File: src/rtl/divider_pkg.sv
// Shared types and constants for the sequential restoring divider.
//   div_state_t        : controller states (IDLE, CALC, FINISH)
//   DIV_WIDTH_DEFAULT  : default operand / quotient / remainder width
package divider_pkg;

  typedef enum logic [1:0] {
    IDLE,
    CALC,
    FINISH
  } div_state_t;

  localparam int DIV_WIDTH_DEFAULT = 4;

endpackage

File: src/rtl/divider_4bit_seq_if.sv
// Request/result bundle for the sequential divider.
//   master : drives start, a (dividend), b (divisor); receives results
//   slave  : the divider; drives out (quotient), rem (remainder),
//            V (divide-by-zero), Z (quotient zero), busy, done
interface divider_4bit_seq_if
  import divider_pkg::*;
#(
  parameter int WIDTH = DIV_WIDTH_DEFAULT
);

  logic             start;
  logic [WIDTH-1:0] a;
  logic [WIDTH-1:0] b;
  logic [WIDTH-1:0] out;
  logic [WIDTH-1:0] rem;
  logic             V;
  logic             Z;
  logic             busy;
  logic             done;

  modport master (
    output start, a, b,
    input  out, rem, V, Z, busy, done
  );

  modport slave (
    input  start, a, b,
    output out, rem, V, Z, busy, done
  );

endinterface

File: src/rtl/div_restoring_step.sv
// One restoring-division iteration (purely combinational).
//   r_in  : partial remainder, WIDTH+1 bits
//   q_in  : dividend/quotient shift register; its MSB is the next dividend bit
//   b     : divisor
//   r_out : partial remainder after shift and conditional subtract
//   q_out : shift register after shift, with the new quotient bit in bit 0
module div_restoring_step
  import divider_pkg::*;
#(
  parameter int WIDTH = DIV_WIDTH_DEFAULT
) (
  input  logic [WIDTH:0]   r_in,
  input  logic [WIDTH-1:0] q_in,
  input  logic [WIDTH-1:0] b,
  output logic [WIDTH:0]   r_out,
  output logic [WIDTH-1:0] q_out
);

  logic [WIDTH:0]   r_sh;
  logic [WIDTH-1:0] q_sh;
  // The remainder MSB is always zero after a restoring step, so it is shifted
  // out and never reaches the comparison.
  logic             unused_r_msb;

  assign unused_r_msb = r_in[WIDTH];

  // NOTE: every output gets a default before the conditional update, so no
  // path leaves a value unassigned and no latch is inferred.
  always_comb begin
    r_sh  = {r_in[WIDTH-1:0], q_in[WIDTH-1]};
    q_sh  = q_in << 1;
    r_out = r_sh;
    q_out = q_sh;
    if (r_sh >= {1'b0, b}) begin
      r_out = r_sh - {1'b0, b};
      q_out = q_sh | WIDTH'(1);
    end
  end

endmodule

File: src/rtl/divider_4bit_seq.sv
// Iterative restoring unsigned divider: quotient and remainder of a/b in
// WIDTH cycles, one quotient bit per cycle.
//   clk, rst_n : clock (rising edge), asynchronous active-low reset
//   bus        : slave side of divider_4bit_seq_if
//                start/a/b sampled in IDLE; out/rem/V/Z registered and held
//                until the next FINISH; busy while not IDLE; done in FINISH.
// Divide-by-zero skips CALC and reports out=all ones, rem=a, V=1, Z=0.
module divider_4bit_seq
  import divider_pkg::*;
#(
  parameter int WIDTH = DIV_WIDTH_DEFAULT
) (
  input  logic                clk,
  input  logic                rst_n,
  divider_4bit_seq_if.slave   bus
);

  localparam int CNT_W = $clog2(WIDTH + 1);

  div_state_t       state_q, state_d;
  logic [CNT_W-1:0] cnt_q,   cnt_d;
  logic [WIDTH:0]   r_q,     r_d;
  logic [WIDTH-1:0] q_q,     q_d;
  logic [WIDTH-1:0] b_q,     b_d;
  logic [WIDTH-1:0] out_q,   out_d;
  logic [WIDTH-1:0] rem_q,   rem_d;
  logic             v_q,     v_d;
  logic             z_q,     z_d;

  logic [WIDTH:0]   r_step;
  logic [WIDTH-1:0] q_step;

  div_restoring_step #(.WIDTH(WIDTH)) u_step (
    .r_in  (r_q),
    .q_in  (q_q),
    .b     (b_q),
    .r_out (r_step),
    .q_out (q_step)
  );

  always_comb begin
    state_d = state_q;
    cnt_d   = cnt_q;
    r_d     = r_q;
    q_d     = q_q;
    b_d     = b_q;
    out_d   = out_q;
    rem_d   = rem_q;
    v_d     = v_q;
    z_d     = z_q;

    unique case (state_q)
      IDLE: begin
        if (bus.start) begin
          // The shift register starts out holding the dividend; its bits move
          // into the remainder while quotient bits fill in from the bottom.
          b_d   = bus.b;
          r_d   = '0;
          q_d   = bus.a;
          cnt_d = '0;
          if (bus.b == '0) begin
            state_d = FINISH;
            out_d   = '1;
            rem_d   = bus.a;
            v_d     = 1'b1;
            z_d     = 1'b0;
          end else begin
            state_d = CALC;
          end
        end
      end

      CALC: begin
        r_d   = r_step;
        q_d   = q_step;
        cnt_d = cnt_q + CNT_W'(1);
        // Results are captured from the final step so they are already valid
        // in the cycle done is raised.
        if (cnt_q == CNT_W'(WIDTH - 1)) begin
          state_d = FINISH;
          out_d   = q_step;
          rem_d   = r_step[WIDTH-1:0];
          v_d     = 1'b0;
          z_d     = (q_step == '0);
        end
      end

      FINISH:  state_d = IDLE;

      default: state_d = IDLE;
    endcase
  end

  // NOTE: sequential state uses non-blocking assignments so every flop samples
  // the pre-edge values, independent of statement order. All state, datapath
  // and result registers are reset; there is no memory array to leave uncleared.
  always_ff @(posedge clk or negedge rst_n) begin
    if (!rst_n) begin
      state_q <= IDLE;
      cnt_q   <= '0;
      r_q     <= '0;
      q_q     <= '0;
      b_q     <= '0;
      out_q   <= '0;
      rem_q   <= '0;
      v_q     <= 1'b0;
      z_q     <= 1'b0;
    end else begin
      state_q <= state_d;
      cnt_q   <= cnt_d;
      r_q     <= r_d;
      q_q     <= q_d;
      b_q     <= b_d;
      out_q   <= out_d;
      rem_q   <= rem_d;
      v_q     <= v_d;
      z_q     <= z_d;
    end
  end

  assign bus.out  = out_q;
  assign bus.rem  = rem_q;
  assign bus.V    = v_q;
  assign bus.Z    = z_q;
  assign bus.busy = (state_q != IDLE);
  assign bus.done = (state_q == FINISH);

endmodule

File: src/flat_wrapper.sv
// flat-port wrapper written by rule: the top's interface ports become plain ports
module divider_4bit_seq_flat import divider_pkg::*;
#(
  parameter int WIDTH = DIV_WIDTH_DEFAULT
)
  (clk, rst_n, bus_start, bus_a, bus_b, bus_out, bus_rem, bus_V, bus_Z, bus_busy, bus_done);
  divider_4bit_seq_if #(.WIDTH(WIDTH)) bus_i ();
  input  logic clk;
  input  logic rst_n;
  input wire logic [$bits(bus_i.start)-1:0] bus_start;
  input wire logic [$bits(bus_i.a)-1:0] bus_a;
  input wire logic [$bits(bus_i.b)-1:0] bus_b;
  output wire logic [$bits(bus_i.out)-1:0] bus_out;
  output wire logic [$bits(bus_i.rem)-1:0] bus_rem;
  output wire logic [$bits(bus_i.V)-1:0] bus_V;
  output wire logic [$bits(bus_i.Z)-1:0] bus_Z;
  output wire logic [$bits(bus_i.busy)-1:0] bus_busy;
  output wire logic [$bits(bus_i.done)-1:0] bus_done;
  assign bus_i.start = bus_start;
  assign bus_i.a = bus_a;
  assign bus_i.b = bus_b;
  assign bus_out = bus_i.out;
  assign bus_rem = bus_i.rem;
  assign bus_V = bus_i.V;
  assign bus_Z = bus_i.Z;
  assign bus_busy = bus_i.busy;
  assign bus_done = bus_i.done;
  divider_4bit_seq #(.WIDTH(WIDTH)) u_core (.clk(clk), .rst_n(rst_n), .bus(bus_i));
endmodule
File: config.mk
export PLATFORM = sky130hd
export DESIGN_NAME = divider_4bit_seq_flat
export DESIGN_NICKNAME = d
export VERILOG_FILES = /design/src/rtl/divider_pkg.sv /design/src/rtl/divider_4bit_seq_if.sv /design/src/rtl/div_restoring_step.sv /design/src/rtl/divider_4bit_seq.sv /design/src/flat_wrapper.sv
export SDC_FILE = /design/constraint.sdc
export NUM_CORES = 1
export LEC_CHECK = 0
export BUFFER_PORTS_ARGS = -buffer_cell sky130_fd_sc_hd__buf_4
export CORE_ASPECT_RATIO = 0.6
export CORE_UTILIZATION = 46
export CTS_CLUSTER_SIZE = 10
export DETAILED_ROUTE_END_ITERATION = 16
export PLACE_DENSITY = 0.71
export RECOVER_POWER = 100
export SLEW_MARGIN = 15
export SYNTH_ARGS = -nofsm -noshare
export SYNTH_HDL_FRONTEND = slang
export SYNTH_SLANG_ARGS = --single-unit
File: constraint.sdc
create_clock -name clk -period 2.15 [get_ports clk]
set_input_delay 0.215 -clock clk [delete_from_list [all_inputs] [get_ports clk]]
set_output_delay 0.215 -clock clk [all_outputs]
set_load 0.03 [all_outputs]
==> results of run 1 <==
[Yosys cell counts (all sizes together)]
| master | n |
|---|---|
| a21o | 2 |
| a21oi | 6 |
| a221oi | 1 |
| a22o | 1 |
| a22oi | 2 |
| a31oi | 1 |
| a32oi | 1 |
| and2b | 1 |
| buf | 5 |
| dfrtp | 27 |
| fa | 1 |
| ha | 6 |
| inv | 9 |
| mux2 | 2 |
| mux2i | 6 |
| nand2 | 19 |
| nand2b | 5 |
| nand3 | 2 |
| nor2 | 9 |
| nor2b | 1 |
| nor3 | 2 |
| nor4 | 1 |
| o211ai | 2 |
| o21a | 1 |
| o21ai | 11 |
| o22a | 4 |
| o22ai | 4 |
| or2 | 1 |
| or4 | 1 |
| xor2 | 1 |
[final cells by class]
class / instances / area, sq um
Clock inverter: 1 / 7.51
Timing Repair Buffer: 25 / 138
Clock buffer: 3 / 41.3
Inverter: 9 / 33.8
Multi-Input combinational cell: 94 / 667
Fill cell: 282 / 1290
Sequential cell: 27 / 676
Tap cell: 42 / 52.6
[timing repair]
item                      CTS  global route
hold endpoints to repair   27             0
hold buffers                1             0
resized for setup           0             0
[power breakdown]
part	switching [mW]	internal (mW)
clock network	0.164	0.132
registers	0.165	0.737
logic	0.952	0.576
[cells by family (layout without fill, tap and decap cells)]
kind of cell	after synthesis	in the layout	share of synthesized area [%]
flip-flops	27	27	47.5
AND/OR/NAND/NOR	42	42	16.6
multiplexers	8	8	6.06
AO/OA/AOI/OAI	36	36	17.8
adder cells (fa/ha/maj)	7	7	6.68
XOR/XNOR	1	1	0.615
buffers and inverters	14	38	4.74
[worst reg2reg max path, stage by stage, from the launching register on]
cell and delay (ps):
dfrtp_1 420, ha_1 350, o21ai_0 280, a22o_1 260, mux2_1 370, o211ai_1 180
[routing by layer]
metal | wire length, microns | global-route usage (%)
met5 | 0 | 0
met4 | 19 | 3.46
met3 | 152 | 5.58
met2 | 1260 | 28.8
met1 | 1420 | 29.2
[stage by stage]
step | cells | setup WS [ps] | util, % | hold WS (ps) | cell area (sq um)
5_1_grt | 201 | 94.6 | 55.5 | 153 | 1620
4_1_cts | 201 | 280 | 57.8 | 146 | 1680
3_3_place_gp | 196 | 378 | 55.8 | 146 | 1620
3_5_place_dp | 196 | 307 | 55.8 | 151 | 1620
2_1_floorplan | 135 | 437 | - | -80.6 | 1420
6_report | 201 | 221 | 55.5 | 148 | 1620
[state kept, by name (all words and copies together) (netlist names)]
register and flops:
u_core.b_q 4, u_core.bus.out 4, u_core.bus.V 1, u_core.bus.Z 1, u_core.q_q 4, u_core.state_q 2, u_core.bus.rem 4, u_core.r_q 4
u_core.cnt_q 3
[worst max path at each step]
stage                               from                            end  slack [ps]  cells after the start
2_1_floorplan  u_core.b_q[0]$_DFFE_PN0P_  u_core.bus.rem[0]$_DFFE_PN0P_         440                      6
3_3_place_gp   u_core.b_q[0]$_DFFE_PN0P_  u_core.bus.rem[0]$_DFFE_PN0P_         380                      6
3_5_place_dp   u_core.r_q[1]$_DFFE_PN0P_  u_core.bus.rem[0]$_DFFE_PN0P_         310                      5
4_1_cts        u_core.r_q[1]$_DFFE_PN0P_  u_core.bus.rem[0]$_DFFE_PN0P_         280                      5
5_1_grt        u_core.b_q[2]$_DFFE_PN0P_  u_core.bus.rem[0]$_DFFE_PN0P_          90                      6
6_report       u_core.r_q[1]$_DFFE_PN0P_  u_core.bus.rem[0]$_DFFE_PN0P_         220                      5
==> results.py, run 1 <==
metrics = {
    "run_status": {
        "status": "finished clean",
    },
    "sta": {
        "setup_viol": 0,
        "worst_pin_slew_ps": 1470,
        "setup_tns_ps": 0,
        "rsz0062_at_grt": "no",
        "finalCritPeriodShare_pct": 89.7,
        "hold_violations": 0,
        "fin_crit_ps": 1930,
        "fmax_mhz": 518,
        "maxSlewViolCount": 0,
        "clock_skew_ps": 9.29,
        "slew_headroom_pct": 1.95,
    },
    "critical_path": {
        "r2r_cells": 5,
        "path_delay_family": "compound AO/OA/AOI/OAI gates",
        "crit_arrival_ps": 2120,
        "path_max_fanout": 5,
        "end_kind": "flip-flop",
        "timing.rr.start": "u_core.r_q[1]$_DFFE_PN0P_",
        "rrSetupSlack_ps": 220,
        "worst-endpoint-required_ps": 2340,
        "critPathMaxStageDelay_ps": 420,
        "cp-start-kind": "flip-flop",
        "path_cells": "ha_1 > o21ai_0 > a22o_1 > mux2_1 > o211ai_1",
        "r2r_end": "u_core.bus.rem[0]$_DFFE_PN0P_",
        "crit_type": "flip-flop to flip-flop",
        "crit_path_top_delay_cell": "dfrtp_1",
        "path_buf_inv": 0,
    },
    "final_layout": {
        "synthToLayoutAreaGrowth_pct": 13.4,
        "n_antenna_cell": 0,
        "layout_common_cells": "27 x dfrtp_1, 18 x nand2_1, 14 x clkbuf_1",
        "final_common_cell": "dfrtp_1",
        "layout-drive-gt1-share_pct": 17.6,
        "fin_nets": 178,
    },
    "clock_tree": {
        "clock_latency_ps": 280,
        "postCtsSetupRepairBufs": 0,
        "cts_sinks": 27,
        "clockBufferDepth": 2,
        "clockRootBuffer": "clkbuf_8",
        "htree_levels": 1,
        "cts_buffers": 3,
        "cts_tree": "yes",
        "clkTransAtPathRegs_ps": 100,
    },
    "min_path": {
        "min_to": "u_core.b_q[2]$_DFFE_PN0P_",
        "hold_class": "input port to flip-flop",
        "min_from": "bus_b[2]",
        "holdPathStages": 3,
    },
    "global_routing": {
        "antenna_found_initial": 0,
        "grt_pass1_wl_microns": 4730,
        "track_usage_pct": 19.6,
        "grt_start_max_net_pins": 28,
        "grt-ovfl-total": 0,
        "grt_pass1_vias": 979,
    },
    "power_and_ir_drop": {
        "power_density_nw_per_um2": 1690,
        "leakagePower_nw": 0.712,
        "power.total_mw": 2.73,
        "ir_worst_vdd_mv": 0.631,
    },
    "route": {
        "drtIter0Drc": 49,
        "viasPerCell": 5.27,
        "drt_pre_antenna_iters": 4,
        "ant_nets": 0,
        "num_vias": 1059,
        "drc": 0,
        "finalWirelength_microns": 2850,
        "wl_per_cell_microns": 14.2,
    },
    "floorplan": {
        "die_w_microns": 73.8,
        "die_h_microns": 45.1,
        "coreArea_sq_um": 2910,
        "start_util_pct": 48.9,
        "std_cell_rows": 15,
        "io_pins": 23,
        "die_area_sq_um": 3330,
    },
    "synthesis": {
        "ys_types": 39,
        "synthCells": 135,
        "yosys.area.top_type": "dfrtp_1",
        "ys_top_cells_by_area": "dfrtp_1 47%, ha_1 5.3%, nand2_1 4.7%",
        "syn-cell-area_sq_um": 1420,
        "syn-num-nets": 153,
        "ys_warn_count": 0,
        "seq_area_frac_synth_pct": 47.5,
        "syn_avg_cell_area_sq_um": 10.5,
        "synth_seq_cells": 27,
        "yosysTopAreaCellShare_pct": 47.5,
    },
    "placement": {
        "place.gp.congestion": 0.920,
        "dp_hpwl_microns": 2080,
        "port_buffers": 22,
    },
    "job": {
        "max-cap-violations": 0,
    },
}
Note: power is estimated with default switching activity, not from simulation.
==> run 2, diff against run 1 <==
- PLACE_DENSITY: 0.71 -> 0.72
==> run 2 against run 1 <==
First-iteration DRC count up 4.1%. Clock power fell by 3%. Clock skew decreased by 8.0 ps. Combinational power barely moved. Via count is 1.9% higher. Critical endpoint unchanged. Sequential power increased by 2%. Cell count is 0.50% higher. Clock-buffer cell count increased by 1. Total power up 1.0%.
==> results.py, run 2 (synthesis results as in run 1) <==
metrics = {
    "run_status": {
        "status": "finished clean",
    },
    "critical_path": {
        "end_kind": "flip-flop",
        "critPathMaxStageDelay_ps": 390,
        "path_delay_family": "compound AO/OA/AOI/OAI gates",
        "worst-path-stages": 6,
        "crit_arrival_ps": 2150,
        "path_max_fanout": 3,
        "r2r_cells": 6,
        "crit_path_top_delay_cell": "dfrtp_1",
        "crit_type": "flip-flop to flip-flop",
        "path_buf_inv": 0,
        "cp-start-kind": "flip-flop",
        "path_cells": "ha_1 > nand2b_1 > a21oi_1 > a22o_1 > mux2_1 > o211ai_2",
        "worst-endpoint-required_ps": 2350,
    },
    "route": {
        "viasPerCell": 5.34,
        "ant_nets": 0,
        "drt_pre_antenna_iters": 4,
        "num_vias": 1079,
        "drtIter0Drc": 51,
        "wl_per_cell_microns": 15.0,
        "drc": 0,
        "finalWirelength_microns": 3030,
    },
    "min_path": {
        "holdPathStages": 3,
        "hold_class": "input port to flip-flop",
    },
    "clock_tree": {
        "cts_buffers": 3,
        "clkTransAtPathRegs_ps": 90,
        "clockBufferDepth": 2,
        "clock_latency_ps": 270,
        "cts_sinks": 27,
        "postCtsSetupRepairBufs": 0,
        "cts_tree": "yes",
        "clockRootBuffer": "clkbuf_8",
        "htree_levels": 1,
    },
    "power_and_ir_drop": {
        "power.total_mw": 2.75,
        "comb_power_share_pct": 56.3,
        "seq_power_share_pct": 33.2,
        "p_switching_mw": 1.31,
        "leakagePower_nw": 0.719,
        "swShare_pct": 47.6,
        "clockPowerShare_pct": 10.4,
        "power_density_nw_per_um2": 1700,
        "ir_worst_vdd_mv": 0.651,
        "intPower_mw": 1.44,
    },
    "global_routing": {
        "grt_pass1_wl_microns": 4750,
        "grt_start_max_net_pins": 28,
        "antenna_found_initial": 0,
        "track_usage_pct": 19.5,
        "grt_pass1_vias": 983,
        "grt-ovfl-total": 0,
    },
    "sta": {
        "rsz0062_at_grt": "no",
        "whs_ps": 167,
        "setup_slack_ps": 193,
        "clock_skew_ps": 1.34,
        "setup_tns_ps": 0,
        "fmax_mhz": 511,
        "worst_pin_slew_ps": 1480,
        "fin_crit_ps": 1960,
        "hold_violations": 0,
        "maxSlewViolCount": 0,
        "setup_viol": 0,
        "slew_headroom_pct": 1.24,
        "finalCritPeriodShare_pct": 91.0,
    },
    "floorplan": {
        "io_pins": 23,
        "die_h_microns": 45.1,
        "coreArea_sq_um": 2910,
        "die_w_microns": 73.8,
        "std_cell_rows": 15,
        "die_area_sq_um": 3330,
        "start_util_pct": 48.9,
    },
    "placement": {
        "place.gp.congestion": 0.917,
        "place_ws_ps": 321,
        "port_buffers": 22,
        "dp_hpwl_microns": 2250,
        "placed_cells": 197,
    },
    "final_layout": {
        "stdcell_count": 202,
        "fin_nets": 179,
        "n_antenna_cell": 0,
        "layout-drive-gt1-share_pct": 16.9,
        "layout_common_cells": "27 x dfrtp_1, 18 x nand2_1, 16 x clkbuf_1",
        "fillers": 261,
        "final_common_cell": "dfrtp_1",
        "synthToLayoutAreaGrowth_pct": 13.9,
    },
    "job": {
        "max-cap-violations": 0,
    },
}
-- run 2: final timing paths --
path / startpoint / end / slack, ps
setup / recovery: u_core.b_q[0]$_DFFE_PN0P_ / u_core.bus.rem[0]$_DFFE_PN0P_ / 190
hold / removal: bus_b[1] / u_core.b_q[1]$_DFFE_PN0P_ / 170
setup reg to reg: u_core.b_q[0]$_DFFE_PN0P_ / u_core.bus.rem[0]$_DFFE_PN0P_ / 190
hold reg to reg: u_core.bus.out[3]$_DFFE_PN0P_ / u_core.bus.out[3]$_DFFE_PN0P_ / 510
max in group asynchronous: rst_n / u_core.bus.rem[2]$_DFFE_PN0P_ / 460
min in group asynchronous: rst_n / u_core.cnt_q[0]$_DFFE_PN0P_ / 830
-- run 2: final cells by class --
| type | instances | area [sq um] | share of cell area, % |
|---|---|---|---|
| clock buffer | 4 | 45.0 | 2.78 |
| inverter | 9 | 33.8 | 2.08 |
| multi-input combinational | 94 | 673 | 41.5 |
| sequential | 27 | 676 | 41.7 |
| tap | 42 | 52.6 | 3.24 |
| timing repair buffer | 26 | 141 | 8.72 |
-- run 2: power groups by stage --
stage | Clock (mW) | Combinational [mW] | Sequential, mW
3_3_place_gp | 0 | 1.63 | 0.905
3_5_place_dp | 0 | 1.68 | 0.925
2_1_floorplan | 0 | 1.15 | 1.01
4_1_cts | 0.296 | 1.69 | 0.916
5_1_grt | 0.319 | 1.70 | 0.941
6_report | 0.287 | 1.55 | 0.916
-- run 2: what timing repair did --
action,CTS,global route
endpoints found under the hold margin,27,0
gates resized for setup,0,0
hold buffers,1,0
-- run 2: per-layer routing --
layer  track usage, %  vias up  wire length (microns)
li1                 -      521                      -
met1             29.9      532                   1520
met2             29.5       24                   1360
met3             4.69        2                    140
met4             1.15        0                      4
met5                0        -                      0
-- run 2: per-stage QoR --
| step | util, % | area (sq um) |
|---|---|---|
| after floorplan | - | 1420 |
| after detailed placement | 56.0 | 1630 |
| after global routing | 55.7 | 1620 |
| after CTS | 57.9 | 1690 |
| final | 55.7 | 1620 |
| after global placement | 56.0 | 1630 |
-- run 2: worst min-delay path, cell delays in order --
cell and delay [ps]:
buf_4 90, nand2_1 40, o21ai_0 60
==> run 3, diff against run 2 <==
- GPL_TIMING_DRIVEN: unset -> 0
==> run 3 against run 2 <==
Flip-flop and latch count unchanged. Sequential share of layout area decreased by 0.16 points. Clock-buffer cell count decreased by 1. Clock power about the same. Critical path type unchanged. Largest cell class unchanged.
==> results.py, run 3 (synthesis results as in run 1) <==
metrics = {
    "global_routing": {
        "grt_pass1_vias": 1048,
        "grt_start_max_net_pins": 28,
        "grt-ovfl-total": 0,
        "antenna_found_initial": 0,
        "track_usage_pct": 20.2,
        "grt_pass1_wl_microns": 4930,
    },
    "sta": {
        "setup_tns_ps": 0,
        "setup_viol": 0,
        "maxSlewViolCount": 0,
        "finalCritPeriodShare_pct": 90.4,
        "fin_crit_ps": 1940,
        "hold_violations": 0,
        "rsz0062_at_grt": "no",
        "clock_skew_ps": 5.49,
        "slew_headroom_pct": 1.57,
        "whs_ps": 160,
        "fmax_mhz": 514,
        "worst_pin_slew_ps": 1480,
    },
    "route": {
        "drt_pre_antenna_iters": 4,
        "num_vias": 1073,
        "wl_per_cell_microns": 14.4,
        "viasPerCell": 5.26,
        "drtIter0Drc": 62,
        "finalWirelength_microns": 2930,
        "ant_nets": 0,
        "drc": 0,
    },
    "critical_path": {
        "path_max_fanout": 10,
        "rrSetupSlack_ps": 210,
        "path_delay_family": "buffers and inverters",
        "crit_arrival_ps": 2140,
        "cpMostUsedCell": "ha_1",
        "cp-start-kind": "flip-flop",
        "r2r_cells": 7,
        "crit_type": "flip-flop to flip-flop",
        "crit_path_top_delay_cell": "clkbuf_1",
        "critPathMaxStageDelay_ps": 470,
        "worst-endpoint-required_ps": 2340,
        "path_cells": "ha_1 > ha_1 > mux2i_1 > nor3_4 > clkbuf_1 > nand3_2 > o211ai_1",
        "timing.rr.start": "u_core.cnt_q[0]$_DFFE_PN0P_",
        "path_buf_inv": 1,
        "r2r_end": "u_core.bus.rem[1]$_DFFE_PN0P_",
        "end_kind": "flip-flop",
    },
    "placement": {
        "port_buffers": 22,
        "place.gp.congestion": 0.830,
        "dp_hpwl_microns": 2210,
    },
    "floorplan": {
        "start_util_pct": 48.9,
        "io_pins": 23,
        "die_w_microns": 73.8,
        "die_area_sq_um": 3330,
        "die_h_microns": 45.1,
        "std_cell_rows": 15,
        "coreArea_sq_um": 2910,
    },
    "clock_tree": {
        "cts_sinks": 27,
        "cts_tree": "yes",
        "clockRootBuffer": "clkbuf_8",
        "postCtsSetupRepairBufs": 0,
        "post_cts_resized": 0,
        "clkTransAtPathRegs_ps": 90,
        "cts_buffers": 3,
        "clockBufferDepth": 2,
        "clock_latency_ps": 270,
        "htree_levels": 1,
    },
    "power_and_ir_drop": {
        "power_density_nw_per_um2": 1710,
        "leakagePower_nw": 0.729,
        "ir_worst_vdd_mv": 0.661,
    },
    "final_layout": {
        "final_common_cell": "dfrtp_1",
        "layout-drive-gt1-share_pct": 18.5,
        "n_antenna_cell": 0,
        "fin_nets": 181,
        "fillers": 265,
        "layout_common_cells": "27 x dfrtp_1, 18 x nand2_1, 15 x clkbuf_1",
        "multi_input_area_sq_um": 668,
        "synthToLayoutAreaGrowth_pct": 14.3,
        "regArea_sq_um": 676,
    },
    "min_path": {
        "min_from": "bus_b[2]",
        "holdPathStages": 3,
        "hold_class": "input port to flip-flop",
        "min_to": "u_core.b_q[2]$_DFFE_PN0P_",
    },
    "run_status": {
        "status": "finished clean",
    },
    "job": {
        "max-cap-violations": 0,
    },
}
==> run 3: timing repair <==
action,4_1_cts,5_1_grt
endpoints found under the hold margin,27,0
setup endpoints to repair,0,0
hold buffers,1,0
==> run 3: per-layer routing <==
metal  vias to the layer above  routed length (microns)  share of wire, %  global-route usage (%)
li1                        527                        -                 -                       -
met1                       517                     1500                51                    30.2
met2                        27                     1250                43                    30.5
met3                         2                      174               5.9                    4.69
met4                         0                        9              0.31                    3.46
met5                         -                        0                 0                       0
==> run 3: final cells by class <==
type                       count  share of cell area (%)
buffer                         5                    1.54
clock buffer                   3                    2.54
clock inverter                 1                   0.307
inverter                       9                    2.08
multi-input combinational     94                    41.0
sequential                    27                    41.5
tap                           42                    3.23
timing repair buffer          23                    7.76
==> run 3: worst max path at each step <==
stage                                    end  slack, ps  depth (start not counted)                           from
3_3_place_gp   u_core.bus.rem[0]$_DFFE_PN0P_        310                          7      u_core.q_q[3]$_DFFE_PN0P_
5_1_grt            u_core.b_q[1]$_DFFE_PN0P_         70                          4  u_core.state_q[1]$_DFFE_PN0P_
3_5_place_dp   u_core.bus.rem[0]$_DFFE_PN0P_        280                          7      u_core.q_q[3]$_DFFE_PN0P_
4_1_cts        u_core.bus.rem[0]$_DFFE_PN0P_        250                          7      u_core.q_q[3]$_DFFE_PN0P_
2_1_floorplan  u_core.bus.rem[0]$_DFFE_PN0P_        440                          6      u_core.b_q[0]$_DFFE_PN0P_
6_report       u_core.bus.rem[1]$_DFFE_PN0P_        210                          7    u_core.cnt_q[0]$_DFFE_PN0P_
==> run 3: power breakdown <==
part | leakage, nW | switching, mW | internal (mW)
sequential | 0.321 | 0.146 | 0.737
combinational | 0.383 | 0.995 | 0.622
clock | 0.0255 | 0.155 | 0.130
total | 0.729 | 1.30 | 1.49
==> run 3: metrics by stage <==
step	setup slack [ps]	utilization [%]	instance area (sq um)	power (mW)	instances
floorplan	437	-	1420	2.17	135
global placement	312	56.4	1640	2.56	199
detailed placement	280	56.4	1640	2.62	199
CTS	253	58.4	1700	2.92	204
global route	69.3	56.0	1630	3.01	204
finish	206	56.0	1630	2.79	204
==> run 3: worst min-delay path: cells and delay by family <==
family          cells  cell delay, ps
simple gates        1              40
buf+inv             1              90
compound gates      1              50
